$ cat config.mk
export PLATFORM = sky130hd
export DESIGN_NAME = pipeline_hazard_ctrl
export DESIGN_NICKNAME = d
export VERILOG_FILES = /design/src/rtl/pipe_ctrl_pkg.sv /design/src/rtl/hazard_detect.sv /design/src/rtl/pipeline_hazard_ctrl.sv
export SDC_FILE = /design/constraint.sdc
export NUM_CORES = 1
export LEC_CHECK = 0
export CORE_AREA = 2 2 39 41
export CTS_BUF_LIST = sky130_fd_sc_hd__clkbuf_16
export DETAILED_ROUTE_END_ITERATION = 16
export DIE_AREA = 0 0 41 43
export HOLD_SLACK_MARGIN = 0.12
export PLACE_DENSITY = 0.72
export SLEW_MARGIN = 20
export SYNTH_ARGS = -nofsm -noshare
export SYNTH_HDL_FRONTEND = slang
export SYNTH_HIERARCHICAL = 1
export SYNTH_SLANG_ARGS = --single-unit
$ cat constraint.sdc
create_clock -name clk -period 1.8 [get_ports clk]
set_input_delay 0.18 -clock clk [delete_from_list [all_inputs] [get_ports clk]]
set_output_delay 0.18 -clock clk [all_outputs]
set_load 0.1 [all_outputs]
$ cat src/rtl/pipe_ctrl_pkg.sv
// pipe_ctrl_pkg: state encodings and decoder-shared field positions for the pipeline sequencer
package pipe_ctrl_pkg;
   localparam int REG_AW = 4;
   localparam int RD_LSB = 8;
   localparam int RS1_LSB = 4;
   localparam int RS2_LSB = 0;
   typedef enum logic [1:0] {RUN = 2'd0, STALL = 2'd1, BFLUSH = 2'd2, MWAIT = 2'd3} state_e;
endpackage

$ cat src/rtl/hazard_detect.sv
// hazard_detect: combinational load-use comparator between the ID sources and the EX load target
module hazard_detect #(
   parameter int REG_AW = 4
) (
   input  logic [REG_AW-1:0] id_rs1,
   input  logic [REG_AW-1:0] id_rs2,
   input  logic              id_use1,
   input  logic              id_use2,
   input  logic              ex_valid,
   input  logic              ex_mem_read,
   input  logic [REG_AW-1:0] ex_rd,
   output logic              hazard
);
   assign hazard = ex_valid && ex_mem_read &&
                   ((id_use1 && id_rs1 == ex_rd) || (id_use2 && id_rs2 == ex_rd));
endmodule

$ cat src/rtl/pipeline_hazard_ctrl.sv
// pipeline_hazard_ctrl: PC write enable and IF/ID, ID/EX, EX/MEM enable/flush sequencing.
// Optional HAZ_STATS_EN adds saturating stall/flush statistics counters.
module pipeline_hazard_ctrl
   import pipe_ctrl_pkg::*;
#(
   parameter int REG_AW = pipe_ctrl_pkg::REG_AW,
   parameter int LOAD_STALL_N = 1,
   parameter int FLUSH_N = 2
`ifdef HAZ_STATS_EN
   , parameter int STAT_W = 16
`endif
) (
   input  logic              clk,
   input  logic              rst,
   input  logic [REG_AW-1:0] id_rs1,
   input  logic [REG_AW-1:0] id_rs2,
   input  logic              id_use1,
   input  logic              id_use2,
   input  logic              ex_valid,
   input  logic              ex_mem_read,
   input  logic [REG_AW-1:0] ex_rd,
   input  logic              ex_br_taken,
   input  logic              mem_busy,
   output logic              pc_we,
   output logic              ifid_en,
   output logic              idex_en,
   output logic              exmem_en,
   output logic              ifid_flush,
   output logic              idex_flush,
   output logic [1:0]        state
`ifdef HAZ_STATS_EN
   , output logic [STAT_W-1:0] stall_cnt
   , output logic [STAT_W-1:0] flush_cnt
`endif
);
   localparam logic [1:0] FLUSH_INIT = FLUSH_N > 1 ? 2'(FLUSH_N - 2) : 2'd0;
   localparam logic [1:0] STALL_INIT = LOAD_STALL_N > 1 ? 2'(LOAD_STALL_N - 2) : 2'd0;
   state_e state_q, state_d;
   logic [1:0] cnt_q, cnt_d;
   logic hazard;
   hazard_detect #(.REG_AW(REG_AW)) u_hd (
      .id_rs1(id_rs1), .id_rs2(id_rs2), .id_use1(id_use1), .id_use2(id_use2),
      .ex_valid(ex_valid), .ex_mem_read(ex_mem_read), .ex_rd(ex_rd), .hazard(hazard)
   );
   assign state = state_q;
   // Priority: reset, memory freeze, branch flush window, new branch, load-use stall, run
   always_comb begin
      state_d = state_q;
      cnt_d = cnt_q;
      pc_we = 1'b1;
      ifid_en = 1'b1;
      idex_en = 1'b1;
      exmem_en = 1'b1;
      ifid_flush = 1'b0;
      idex_flush = 1'b0;
      if (rst) begin
         pc_we = 1'b0;
         ifid_en = 1'b0;
         idex_en = 1'b0;
         exmem_en = 1'b0;
         ifid_flush = 1'b1;
         idex_flush = 1'b1;
         state_d = RUN;
         cnt_d = 2'd0;
      end else if (mem_busy) begin
         pc_we = 1'b0;
         ifid_en = 1'b0;
         idex_en = 1'b0;
         exmem_en = 1'b0;
         state_d = state_q == RUN ? MWAIT : state_q;
      end else if (state_q == BFLUSH) begin
         ifid_flush = 1'b1;
         idex_flush = 1'b1;
         state_d = cnt_q == 2'd0 ? RUN : BFLUSH;
         cnt_d = cnt_q == 2'd0 ? cnt_q : cnt_q - 2'd1;
      end else if (ex_br_taken) begin
         ifid_flush = 1'b1;
         idex_flush = 1'b1;
         state_d = FLUSH_N == 1 ? RUN : BFLUSH;
         cnt_d = FLUSH_INIT;
      end else if (hazard || state_q == STALL) begin
         pc_we = 1'b0;
         ifid_en = 1'b0;
         idex_flush = 1'b1;
         if (state_q == STALL) begin
            state_d = cnt_q == 2'd0 ? RUN : STALL;
            cnt_d = cnt_q == 2'd0 ? cnt_q : cnt_q - 2'd1;
         end else begin
            state_d = LOAD_STALL_N == 1 ? RUN : STALL;
            cnt_d = STALL_INIT;
         end
      end else begin
         state_d = RUN;
      end
   end
   always_ff @(posedge clk) begin
      state_q <= state_d;
      cnt_q <= cnt_d;
   end
`ifdef HAZ_STATS_EN
   logic [STAT_W-1:0] stall_cnt_q, stall_cnt_d, flush_cnt_q, flush_cnt_d;
   logic stall_ev, br_ev;
   // A stall bubble is the only case with idex_flush but not ifid_flush
   assign stall_ev = idex_flush && !ifid_flush;
   assign br_ev = !rst && !mem_busy && state_q != BFLUSH && ex_br_taken;
   always_comb begin
      stall_cnt_d = rst ? '0 : (stall_ev && !(&stall_cnt_q)) ? stall_cnt_q + STAT_W'(1) : stall_cnt_q;
      flush_cnt_d = rst ? '0 : (br_ev && !(&flush_cnt_q)) ? flush_cnt_q + STAT_W'(1) : flush_cnt_q;
   end
   always_ff @(posedge clk) begin
      stall_cnt_q <= stall_cnt_d;
      flush_cnt_q <= flush_cnt_d;
   end
   assign stall_cnt = stall_cnt_q;
   assign flush_cnt = flush_cnt_q;
`endif
endmodule
* Word level (Yosys, flattened, before mapping)
Cells that the tools add are included.
** Storage, ports and cells
- Bits in registers :: 4
- Output and inout port bits :: 8
- Word-level logic and storage cells :: 48
** Cells by class
- Add/subtract/negate cells :: 1
- Eq/ne operators :: 5
- Mux-type cells :: 29
- Bitwise gates (word level) :: 1
- Reductions and logical operators :: 10
** Operators by type and width (number)
- two-way mux 2 bit :: 11
- two-way mux 1 bit :: 18
- equality test 4 bit :: 2
- logical AND 1 bit :: 4
- logical NOT 2 bit :: 2
- nonzero test 3 bit :: 1
- equality test 2 x 1 -> 1 bit (second input constant) :: 1
- equality test 2 bit (second input constant) :: 1
- logical OR 1 bit :: 2
- inequality test 2 x 1 -> 1 bit (second input constant) :: 1
- AND reduction 2 bit :: 1
- subtractor 2 x 1 -> 2 bit (second input constant) :: 1
- NOT 1 bit :: 1

* Depth between registers and ports, before layout
- Word-level depth :: 10
- Mapped depth :: 8

* Cells and area by module
The synthesis kept the hierarchy.
** Modules (own cells, without submodules)
- pipeline_hazard_ctrl :: instances 1, cells an instance 36, area each 291.5 um^2
- hazard_detect :: instances 1, cells an instance 12, area each 98.8 um^2

* Worst setup path before layout
No wires, ideal clock.
- Kind :: flip-flop to output port
- Start :: register state_q[1], in the netlist state[1]
- End :: output pc_we
- Arrival :: 3950 ps
- Setup slack :: -2330 ps
- Stages on the path, launching flop included :: 5
- Buffers on the path :: 1
- Path through :: dfxtp_1 o21bai_1 a21oi_1 nor3_1 buf_4
** Between the ends
- Cells in the longest elaborated chain, start to end :: 7
- Elaborated cells on any way between the ends :: 8
** Ends and longest elaborated chain
- start: declaration :: line pipeline_hazard_ctrl.sv:38 : state_e state_q, state_d;
- start signal: assignment :: line pipeline_hazard_ctrl.sv:97 : state_q <= state_d;
- equality test 2 x 1 -> 1 bit :: line pipeline_hazard_ctrl.sv:81 : end else if (hazard || state_q == STALL) begin
- logical OR 1 bit :: line pipeline_hazard_ctrl.sv:81
- two-way mux 1 bit (2 in a row)
- two-way mux 1 bit * (3 in a row)
- end: declaration :: line pipeline_hazard_ctrl.sv:24 : output logic pc_we,
Every way passes the cells marked *; elsewhere a longest branch is shown, timed or not.

* Worst setup path in the final report
- Start :: input ex_rd[0]
- End :: output pc_we
** Between the ends
- Cells in the longest elaborated chain, start to end :: 10
- Elaborated cells on any way between the ends :: 12
** Ends and longest elaborated chain
- start: declaration :: line pipeline_hazard_ctrl.sv:21 : input logic [REG_AW-1:0] ex_rd,
- equality test 4 bit :: line hazard_detect.sv:15 : ((id_use1 && id_rs1 == ex_rd) || (id_use2 && id_rs2 == ex_rd));
- logical AND 1 bit :: line hazard_detect.sv:15
- logical OR 1 bit * :: line hazard_detect.sv:15
- logical AND 1 bit * :: line hazard_detect.sv:14 : assign hazard = ex_valid && ex_mem_read &&
- net hazard :: line pipeline_hazard_ctrl.sv:40 : logic hazard;
- logical OR 1 bit * :: line pipeline_hazard_ctrl.sv:81
- two-way mux 1 bit * :: line pipeline_hazard_ctrl.sv:81
- two-way mux 1 bit * :: line pipeline_hazard_ctrl.sv:76 : end else if (ex_br_taken) begin
- two-way mux 1 bit * :: line pipeline_hazard_ctrl.sv:71 : end else if (state_q == BFLUSH) begin
- two-way mux 1 bit * :: line pipeline_hazard_ctrl.sv:65 : end else if (mem_busy) begin
- two-way mux 1 bit * :: line pipeline_hazard_ctrl.sv:56 : if (rst) begin
Mark *: on every way through the listed nets, which the timed path passes. The rest lies on a longest branch.

==> flow_summary.toml <==
[outcome]
status = "complete, but fails checks"
violations = "negative setup slack"

[cts]
path_clk_slew_ns = 0.03
clock_latency_ns = 0.22
root_buffer = "clkbuf_16"
cts_max_path_buffers = 2
cts_buffers = 3
numClockSinks = 4
cts_tree = "done"
h-tree-depth = 1

[synthesis]
synth.most_common_cell = "xor2_1"
yosysTopAreaCellShare_pct = 20.5
ys_ff_latch = 4
yosysUniqueCellTypes = 21
avgSynthCellArea_um2 = 8.13
ys_warn_count = 6
yosys.area.top_type = "dfxtp_1"
synth-main-ff-cell = "dfxtp_1"
synth.area.top_cells = "dfxtp_1 (21%), xor2_1 (13%), o21bai_1 (7.7%)"
ys_seq_area_share_pct = 20.5
ys_top_cells_by_count = "xor2_1 (6), a21oi_1 (5), nor2_1 (5), dfxtp_1 (4), o21bai_1 (4)"
syn_nets = 68
synth_area_um2 = 390
synth_edf_count = 0
synthCells = 48
async_flop_share_pct = 0

[global_routing]
use_met2_pct = 26.6
grt_pass1_vias = 465
grt_overflow = 0
antenna_found_initial = 0
use_met3_pct = 8.38
grt_max_degree = 9
use_met1_pct = 15.8
grt_pass1_wl_mm = 1.86
gr-max-usage-layer = "met2"
grtUsageTotal_pct = 15.4

[floorplanning]
placeableCoreArea_um2 = 1380
die_x_um = 41
core.rowCount = 14
start_util_pct = 28.2
die_y_um = 43
pin_count = 28
die_area_um2 = 1760

[sta]
hold_violations = 0
fin_skew_ns = 0.00533
holdWs_ns = 0.511
post-route-period-util_pct = 100
finalWorstSetupSlack_ns = -0.00616
rsz0062_at_grt = "true"
setup_viol = 2
fin_crit_ns = 1.81
relSlewSlack_pct = 75.3
worst_pin_slew_ns = 0.369
max_freq_ghz = 0.554
maxSlewViolCount = 0

[worst_setup_path]
worst-path-max-fanout = 3
critPathArrivalTime_ns = 1.63
worstSetupPathType = "input port to output pin"
critPathLaunchType = "input port"
worstPathCellList = "buf_2 > xor2_1 > or4_4 > o41ai_4 > nand2_1 > a21oi_2 > nor3_4 > buf_12"
worst_ep_required_time_ns = 1.62
critPathSlowestCell = "or4_4"
cpPeakStageDelay_ns = 0.55
cp-end-kind = "output pin"
rrSetupSlack_ns = 0.41

[cells_and_area]
syn_to_final_growth_pct = 134
n_antenna_cell = 0
drive_above_1_share_pct = 53.7
fin_nets = 103

[pwr]
p_total_w = 0.000718
p_leak_nw = 0.398
powerDensity_nw_per_um2 = 787
ir_worst_vdd_mv = 0.854

[route]
drt-total-wl_mm = 1.19
drc = 0
drtIter0Drc = 1
detail-route-antenna-nets = 0
drtPass1Iterations = 2
via_count = 468
routedWlPerCell_um = 12.2
via_per_inst = 4.78

[place]
hpwl_um = 983
port_buffers = 27
place_congestion = 0.780

[job]
cap_violations = 0

[min_path]
worstHoldPathType = "flip-flop to flip-flop"
path summary, 6_finish.rpt:
kind / from / to / depth (start not counted)
setup reg to reg: state[0] / cnt_q[1] / 5
hold reg to reg: cnt_q[1] / cnt_q[1] / 1
hold / removal: cnt_q[1] / cnt_q[1] / 1
setup / recovery: ex_rd[0] / pc_we / 8
logic make-up after synthesis:
family	Yosys count	synth area share, %
simple gates	20	29.5
xor+xnor	8	17.9
compound gates	12	25.3
buf+inv	4	6.73
flops	4	20.5
state kept, by name, summed over array words and instances (netlist names):
register,flops
state,2
cnt_q,2
routing by layer:
metal | share of wire, % | vias to the layer above
met1 | 34 | 210
li1 | - | 231
met4 | 0 | 0
met5 | 0 | -
met3 | 17 | 0
met2 | 49 | 27
per-stage QoR:
step,util [%],setup TNS [ns],cell area (µm²),cells,setup WS [ns]
6_report,65.9,-0.0121,912,98,-0.00616
3_5_place_dp,57.1,-1.95,791,93,-0.465
3_3_place_gp,57.1,-1.69,791,93,-0.409
2_1_floorplan,-,-0.431,430,48,-0.431
4_1_cts,65.1,-0.166,901,98,-0.0762
5_1_grt,65.9,-0.176,912,98,-0.0871
cell usage in the layout, fill, tap and decap left out, types with 2 or more instances in the layout:
cell | netlist | final
a21oi_1 | 5 | 4
buf_12 | 0 | 6
buf_2 | 0 | 4
buf_4 | 3 | 8
buf_6 | 0 | 3
clkbuf_16 | 0 | 3
clkdlybuf4s15_1 | 0 | 2
clkdlybuf4s50_1 | 0 | 3
dfxtp_1 | 4 | 2
dlygate4sd2_1 | 0 | 6
inv_1 | 1 | 2
nand2_1 | 3 | 3
nand4_1 | 2 | 2
nor2_1 | 5 | 4
o21bai_1 | 4 | 3
o41ai_4 | 1 | 2
xnor2_2 | 0 | 2
xor2_1 | 6 | 2
xor2_2 | 0 | 4
repair_timing:
| action | 4_1_cts | 5_1_grt |
|---|---|---|
| hold buffers | 0 | 0 |
| setup buffers | 1 | 0 |
| pin swaps | 13 | 9 |
| gates resized for setup | 44 | 7 |
| setup endpoints to repair | 5 | 3 |
layout make-up:
| type | instances | area, µm² |
|---|---|---|
| Sequential cell | 4 | 85.1 |
| Tap cell | 16 | 20.0 |
| Clock buffer | 3 | 75.1 |
| Inverter | 1 | 3.75 |
| Timing Repair Buffer | 33 | 342 |
| Fill cell | 127 | 472 |
| Clock inverter | 1 | 3.75 |
| Multi-Input combinational cell | 40 | 383 |
critical path, delay by kind of cell:
family                    cells  cell delay, ns
buffers and inverters         2            0.29
AOI/OAI and AO/OA             2            0.28
xor gates and xnor gates      1            0.13
and+or+nand+nor               3            0.74
power by group:
part | total [W] | internal, W | leakage (nW) | switching, W
clock network | 0.000349 | 0.000287 | 0.0423 | 0.0000628
registers | 0.000101 | 0.0000942 | 0.0336 | 0.00000651
logic | 0.000268 | 0.000109 | 0.322 | 0.000158
(Power assumes the default switching activity.)
